--- config.mk ---
export PLATFORM = sky130hd
export DESIGN_NAME = wr_decode_scoreboard
export DESIGN_NICKNAME = d
export VERILOG_FILES = /design/src/rtl/wr_decode_scoreboard_pkg.sv /design/src/rtl/wr_decode_scoreboard_decoder_n.sv /design/src/rtl/wr_decode_scoreboard.sv
export SDC_FILE = /design/constraint.sdc
export NUM_CORES = 1
export LEC_CHECK = 0
export CORE_ASPECT_RATIO = 0.75
export CORE_MARGIN = 2
export CORE_UTILIZATION = 46
export CTS_CLUSTER_DIAMETER = 150
export DETAILED_ROUTE_END_ITERATION = 16
export PLACE_DENSITY_LB_ADDON = 0.25
export SLEW_MARGIN = 20
export SYNTH_ARGS = -nofsm -noshare
export SYNTH_HDL_FRONTEND = slang
export SYNTH_SLANG_ARGS = --single-unit
--- constraint.sdc ---
create_clock -name clock -period 3.5 [get_ports clock]
set_input_delay 1.05 -clock clock [delete_from_list [all_inputs] [get_ports clock]]
set_output_delay 1.05 -clock clock [all_outputs]
set_load 0.02 [all_outputs]
--- src/rtl/wr_decode_scoreboard_pkg.sv ---
// Shared definitions for the writeback decoder / busy scoreboard slice:
// default address width, derived register count, busy counter width and
// the one-hot decode primitive used by decoder_n.
package wr_decode_scoreboard_pkg;

   localparam int ADDR_W_DEF     = 5;
   localparam int NREG_DEF       = 1 << ADDR_W_DEF;
   localparam int BUSY_CNT_W_DEF = ADDR_W_DEF + 1;

   // A counter of set busy bits must hold the value NREG, hence one extra bit.
   function automatic int busy_cnt_width(input int addr_w);
      return addr_w + 1;
   endfunction

   // Bit idx of the one-hot code for addr.
   function automatic logic onehot_decode(input int unsigned addr, input int unsigned idx);
      return (addr == idx);
   endfunction

endpackage

--- src/rtl/wr_decode_scoreboard_decoder_n.sv ---
// Parametrised ADDR_W-to-2**ADDR_W combinational one-hot decoder with enable.
// With en low the output is all zeros.
module decoder_n
   import wr_decode_scoreboard_pkg::*;
#(
   parameter int ADDR_W = ADDR_W_DEF
) (
   input  logic                     en,
   input  logic [ADDR_W-1:0]        addr,
   output logic [(1<<ADDR_W)-1:0]   onehot
);

   // Build each output bit from the shared decode primitive, gated by en.
   always_comb begin
      onehot = '0;
      for (int i = 0; i < (1 << ADDR_W); i++) begin
         onehot[i] = en & onehot_decode(32'(addr), i);
      end
   end

endmodule

--- src/rtl/wr_decode_scoreboard.sv ---
// Writeback address decoder plus per-register busy scoreboard.
// Issue sets a busy bit, writeback clears it and produces a registered
// one-cycle one-hot register-file write enable. Register 0 can be hardwired.
module wr_decode_scoreboard
   import wr_decode_scoreboard_pkg::*;
#(
   parameter int  ADDR_W   = ADDR_W_DEF,
   parameter bit  ZERO_REG = 1'b1,
   localparam int NREG     = 1 << ADDR_W,
   localparam int CNT_W    = busy_cnt_width(ADDR_W)
) (
   input  logic              clock,
   input  logic              reset_n,
   input  logic              iss_valid,
   input  logic [ADDR_W-1:0] iss_addr,
   output logic              iss_ready,
   input  logic              wb_valid,
   input  logic [ADDR_W-1:0] wb_addr,
   output logic [NREG-1:0]   wb_we,
   input  logic [ADDR_W-1:0] rs1_addr,
   input  logic [ADDR_W-1:0] rs2_addr,
   output logic              rs1_busy,
   output logic              rs2_busy,
   output logic [NREG-1:0]   busy,
   output logic [CNT_W-1:0]  busy_cnt,
   output logic              err_wb_idle
);

   logic            iss_fire;
   logic [NREG-1:0] set_raw;
   logic [NREG-1:0] clr_raw;
   logic [NREG-1:0] set_mask;
   logic [NREG-1:0] clr_mask;
   logic [NREG-1:0] busy_next;
   logic            cnt_inc;
   logic            cnt_dec;
   logic            err_hit;

   // No bypass from a same-cycle writeback: readiness looks only at the flops.
   assign iss_ready = !busy[iss_addr];
   assign iss_fire  = iss_valid && iss_ready;
   assign rs1_busy  = busy[rs1_addr];
   assign rs2_busy  = busy[rs2_addr];

   decoder_n #(.ADDR_W(ADDR_W)) u_dec_wb (
      .en     (wb_valid),
      .addr   (wb_addr),
      .onehot (clr_raw)
   );

   decoder_n #(.ADDR_W(ADDR_W)) u_dec_iss (
      .en     (iss_fire),
      .addr   (iss_addr),
      .onehot (set_raw)
   );

   // Masks with register 0 removed when it is hardwired, so r0 never
   // becomes busy and never gets a write enable.
   always_comb begin
      set_mask = set_raw;
      clr_mask = clr_raw;
      if (ZERO_REG) begin
         set_mask[0] = 1'b0;
         clr_mask[0] = 1'b0;
      end
   end

   // Scoreboard next state, counter steps and idle-writeback detection.
   // The set wins over a same-address clear, so a clear only decrements
   // when the bit is busy and not being re-set in the same edge.
   always_comb begin
      busy_next = (busy & ~clr_mask) | set_mask;
      if (ZERO_REG) begin
         busy_next[0] = 1'b0;
      end
      cnt_inc = |(set_mask & ~busy);
      cnt_dec = |(clr_mask & busy & ~set_mask);
      err_hit = wb_valid && !busy[wb_addr] && !(ZERO_REG && (wb_addr == '0));
   end

   // State registers; reset drops any in-flight write-enable pulse.
   always_ff @(posedge clock or negedge reset_n) begin
      if (!reset_n) begin
         busy        <= '0;
         busy_cnt    <= '0;
         wb_we       <= '0;
         err_wb_idle <= 1'b0;
      end else begin
         busy        <= busy_next;
         busy_cnt    <= busy_cnt + CNT_W'(cnt_inc) - CNT_W'(cnt_dec);
         wb_we       <= clr_mask;
         err_wb_idle <= err_wb_idle | err_hit;
      end
   end

endmodule

* Yosys cells after proc, flatten, opt, wreduce, memory -nomap -nowiden *
Index checks and enable logic that the tools add are counted.

storage, ports and cells
  flip-flop bits (word level) = 69
  latch bits = 0
  memory bits (writable) = 0
  memory bits (read-only) = 0
  input port bits = 24
  output and inout bits = 74
  word-level logic and storage cells = 160
  memories kept = 0

cells by class
  add/sub/neg operators = 2
  multiply operators = 0
  divide/modulo/power cells = 0
  $lt $le $gt $ge = 4
  equality and inequality tests = 62
  shift operators = 0
  muxes and demuxes = 8
  bitwise gates (word level) = 71
  reductions and logical operators = 9

operator list
  kind                                                                          number
  5-bit equality test, second input constant                                    32
  32-bit AND                                                                    4
  32-bit NOT                                                                    3
  5-bit by 4-bit equality test with 1-bit output, second input constant         16
  32-bit OR reduction                                                           2
  1-bit AND                                                                     62
  5-bit by 3-bit equality test with 1-bit output, second input constant         8
  32-bit bitwise OR                                                             1
  5-bit by 6-bit less-than comparator with 1-bit output, second input constant  4
  1-bit binary-select mux with 5-bit select                                     4
  5-bit by 2-bit equality test with 1-bit output, second input constant         4
  5-bit by 1-bit equality test with 1-bit output, second input constant         2
  6-bit by 1-bit adder with 6-bit output                                        1
  6-bit by 1-bit subtractor with 6-bit output                                   1
  5-bit zero test                                                               1
  1-bit two-way mux                                                             4
  1-bit logical AND                                                             3
  1-bit zero test                                                               3
  1-bit bitwise OR                                                              1

* Longest topological paths before layout *
  word-level depth = 9
  gate-level depth with buffers = 16
  gate-level depth less buffers = 14

* By module *
A second synthesis with hierarchy kept.

unflattened totals
  cell total of the unflattened synthesis = 425
  area, all modules = 4220.3 um^2

by module, submodules not included
  module                times used  cells each  area an instance (um^2)  sequential area each (um^2)
  wr_decode_scoreboard  1           331         3759.9                   1726.7
  decoder_n             2           47          230.2                    0.0

* Worst setup path after synthesis *
Ideal clock, no wire load.

  path kind = input -> register
  start point = in iss_addr[1]
  end point = reg busy_cnt[4]
  library setup time = 0.123 ns
  arrival time = 3.820 ns
  data required time = 3.377 ns
  setup slack = -0.442 ns
  stages on the path = 15
  path buffers = 1
  cell sequence = buf_6 > mux4_2 > mux2_2 > a21oi_1 > a21o_1 > a221oi_1 > ha_1 > inv_1 > ha_1 > inv_1 > fa_1 > inv_1 > a21o_1 > a21oi_1 > xnor2_1

on the way
  longest elaborated chain between the ends = 9
  elaborated cells between the ends (all ways) = 73
  classes of those cells = add/sub: 2; eq/ne: 31; mux: 2; bitwise: 34; reduce/logical: 4

ends and longest elaborated chain
  element                                                                        RTL line                                                text
  start: declaration                                                             wr_decode_scoreboard.sv:15                              input logic [ADDR_W-1:0] iss_addr,
  1-bit binary-select mux with 5-bit select *                                    wr_decode_scoreboard.sv:40                              assign iss_ready = !busy[iss_addr];
  1-bit two-way mux (not written as such) *                                      wr_decode_scoreboard.sv:40
  1-bit zero test *                                                              wr_decode_scoreboard.sv:40
  net iss_ready                                                                  wr_decode_scoreboard.sv:16                              output logic iss_ready,
  1-bit logical AND *                                                            wr_decode_scoreboard.sv:41                              assign iss_fire = iss_valid && iss_ready;
  1-bit AND                                                                      wr_decode_scoreboard_decoder_n.sv:17                    onehot[i] = en & onehot_decode(32'(addr), i);
  32-bit AND or 32-bit NOT (tied branches)                                       wr_decode_scoreboard.sv:76, wr_decode_scoreboard.sv:77
  32-bit OR reduction or 32-bit AND (tied branches)                              wr_decode_scoreboard.sv:76, wr_decode_scoreboard.sv:77
  6-bit by 1-bit adder with 6-bit output or 32-bit OR reduction (tied branches)  wr_decode_scoreboard.sv:90, wr_decode_scoreboard.sv:77
  6-bit by 1-bit subtractor with 6-bit output *                                  wr_decode_scoreboard.sv:90                              busy_cnt <= busy_cnt + CNT_W'(cnt_inc) - CNT_W'(cnt_dec);
  end signal: assignment                                                         wr_decode_scoreboard.sv:90
  end: declaration                                                               wr_decode_scoreboard.sv:25                              output logic [CNT_W-1:0] busy_cnt,

Mark *: on every way through the listed nets, which the timed path passes. The rest lies on a longest branch. The select of a mux whose other input is x is not followed.

* Final worst setup path *
  start point = in rs2_addr[0]
  end point = out rs2_busy

on the way
  longest elaborated chain between the ends = 2

ends and longest elaborated chain
  element                                    RTL line                    text
  start: declaration                         wr_decode_scoreboard.sv:21  input logic [ADDR_W-1:0] rs2_addr,
  1-bit binary-select mux with 5-bit select  wr_decode_scoreboard.sv:43  assign rs2_busy = busy[rs2_addr];
  1-bit two-way mux (not written as such)    wr_decode_scoreboard.sv:43
  end: declaration                           wr_decode_scoreboard.sv:23  output logic rs2_busy,

No other way between the ends. The select of a mux whose other input is x is not followed.

==> flow_summary.yaml <==
setup_path:
  cp-start-kind: "primary input"
  slowest_stage: "mux4_2"
  r2r-end: "busy_cnt[5]$_DFF_PN0_"
  crit_top_cell: "mux4_2"
  crit_chain: "buf_8 -> buf_12 -> mux4_2 -> mux4_2 -> mux2_4 -> buf_6"
  worstReg2RegStart: "busy[21]$_DFF_PN0_"
  cp_max_fo: 5
  r2r_cells: 13
  slowest_delay_ns: 0.49
  cp.arrival_ns: 2.64
  cp-end-kind: "output port"
  r2r_slack_ns: 0.34
  path_class: "in -> out"
  crit_required_ns: 2.45
global_routing:
  grt_antenna_before_repair: 0
  use_met3: 0.0832
  use_met2: 0.501
  grt_use_total: 0.322
  grt.overflow.total: 0
  grt_pass1_vias: 4272
  grt_pass1_wl_microns: 23500
  grtUsageMet1: 0.446
  top_usage_layer: "met2"
  grt_max_degree: 32
detailed_routing:
  num_vias: 4164
  routedWlPerCell_microns: 22.9
  drtPass1Iterations: 5
  via_per_inst: 6.27
  drt_iter0_drc: 486
  drt-total-wl_microns: 15200
  drcViolationCount: 0
  ant_nets: 0
floorplanning:
  rows: 29
  core_sq_um: 8600
  die_h_microns: 86.2
  design.die.area_sq_um: 9790
  die_width_microns: 114
  boundaryPins: 98
  initial_core_util: 0.482
clock_network:
  cts.clk_slew.worst_paths_ns: 0.05
  cts_buffers: 9
  cts_tree: "built"
  cts.sinks: 69
  root_buffer: "clkbuf_16"
  cts_max_path_buffers: 2
  htree_levels: 3
  insertion_delay_ns: 0.33
synthesis:
  synthCells: 381
  yosysUniqueCellTypes: 65
  netlist.top_cell.by_area: "dfrtp_1"
  ys_ff_latch: 69
  syn_area_sq_um: 4140
  synth_edf_count: 0
  ys_seq_area_frac: 0.417
  synth.top_cell.area_share: 0.417
  yosysWarnings: 0
  async_flop_share: 1.00
  syn_avg_cell_area_sq_um: 10.9
  synth_ff_type: "dfrtp_1"
  synthTopCellsByArea: "dfrtp_1 (42%), mux4_2 (16%), o21ai_0 (4.2%)"
outcome:
  status: "complete, but fails checks"
  violations: "negative setup slack"
timing:
  final_max_slew_viol_count: 0
  timing.final.crit_share: 1.05
  timing.fmax_mhz: 271
  worst_hold_slack_ns: 0.488
  tns_ns: -0.462
  tightest_slew_ns: 0.545
  setup_ws_ns: -0.189
  rsz0062_at_grt: "yes"
  fin_crit_ns: 3.69
  hold_viol: 0
  slew_headroom: 0.634
  clock_skew_ns: 0.00656
  setup_violations: 4
place:
  place_area_sq_um: 5780
  hpwl_microns: 10900
  dp_cells: 638
  place_congestion: 0.971
  port_buffers: 95
cells_and_area:
  syn_to_final_growth_pct: 53.7
  finalNonFillerCells: 664
  final_common_cell: "clkdlybuf4s50_1"
  final_net_count: 583
  drive_gt1_frac: 0.353
  layout_common_cells: "clkdlybuf4s50_1 (77), buf_4 (74), dfrtp_1 (69)"
  fin_util: 0.740
  n_antenna_cell: 0
  final_area_sq_um: 6370
job:
  max-cap-violations: 0
pwr:
  leakage_nw: 2.81
  p_per_area_nw_per_um2: 569
  ir_drop_mv: 0.599
worst_hold_path:
  holdPathEnd: "err_wb_idle$_DFF_PN0_"
  hold_path.class: "reg -> reg"
  hold_path_depth: 1
  hp-start: "err_wb_idle$_DFF_PN0_"
==> worst max-delay path by stage <==
stage,startpoint,endpoint,slack (ns),cells after the start
after global routing,rs1_addr[0],rs1_busy,-0.23,6
after global placement,rs2_addr[0],rs2_busy,-1.02,6
after floorplan,iss_addr[0],busy_cnt[5]$_DFF_PN0_,-0.13,14
after detailed placement,rs2_addr[0],rs2_busy,-1.04,6
final,rs2_addr[0],rs2_busy,-0.19,6
after CTS,rs1_addr[0],rs1_busy,-0.18,6
==> through the flow <==
step / power, W / setup WS [ns]
2_1_floorplan: 0.00193 / -0.129
3_3_place_gp: 0.00261 / -1.02
3_5_place_dp: 0.00267 / -1.04
4_1_cts: 0.00358 / -0.183
5_1_grt: 0.00378 / -0.231
6_report: 0.00362 / -0.189
==> routing by layer <==
metal / vias up / routed length (microns) / part of all wire
met4: 0 / 429 / 0.028
met3: 51 / 1810 / 0.12
met5: - / 0 / 0
met2: 318 / 7050 / 0.46
met1: 2030 / 5910 / 0.39
li1: 1765 / - / -
==> state kept, by name, summed over array words and instances (netlist names) <==
register / flops
err_wb_idle: 1
busy_cnt: 6
wb_we: 31
busy: 31
==> cell families after synthesis <==
kind of cell / Yosys count / synth area share
AOI/OAI and AO/OA: 102 / 0.166
and+or+nand+nor: 101 / 0.126
DFF: 69 / 0.417
buffers and inverters: 55 / 0.0565
muxes: 41 / 0.200
adders and majority gates: 7 / 0.0229
xor gates and xnor gates: 5 / 0.0106
other: 1 / 0.000905
==> cells in the mapped netlist, types with 4 or more instances <==
library cell and instances:
dfrtp_1 69, o21ai_0 35, nor2_1 34, mux4_2 30, inv_1 26, nand2_1 26
clkbuf_1 20, o21ai_1 14, a21oi_1 6, ha_1 6, a22oi_1 5, mux2_2 5
nand3_1 5, nor2b_1 5, o22ai_1 5, xnor2_1 5, a22o_1 4, a32o_1 4
buf_2 4, nand4_1 4
==> final cells by class <==
class	count	area [sq um]
clock buffers	10	229
clock inverters	5	37.5
fillers	592	2230
inverters	27	109
multi-input cells	258	2350
flip-flops and latches	69	1730
well taps	108	135
repair buffers	187	1780
==> critical path, delay by kind of cell <==
| kind | cells | cell delay [ns] |
|---|---|---|
| buffers and inverters | 3 | 0.33 |
| muxes | 3 | 1.25 |
==> timing repair <==
action / 4_1_cts / 5_1_grt
setup buffers: 7 / 1
hold buffers: 0 / 0
setup endpoints to repair: 8 / 8
gates resized for setup: 85 / 32
gates cloned: 4 / 0
pin swaps: 23 / 20
==> power breakdown <==
group          internal, W  leakage (nW)  switching [W]
Combinational     0.000867          1.79       0.000724
Sequential        0.000933         0.893       0.000277
Clock             0.000477         0.125       0.000344
Total              0.00228          2.81        0.00135
Power figures use the tool's default switching activity.
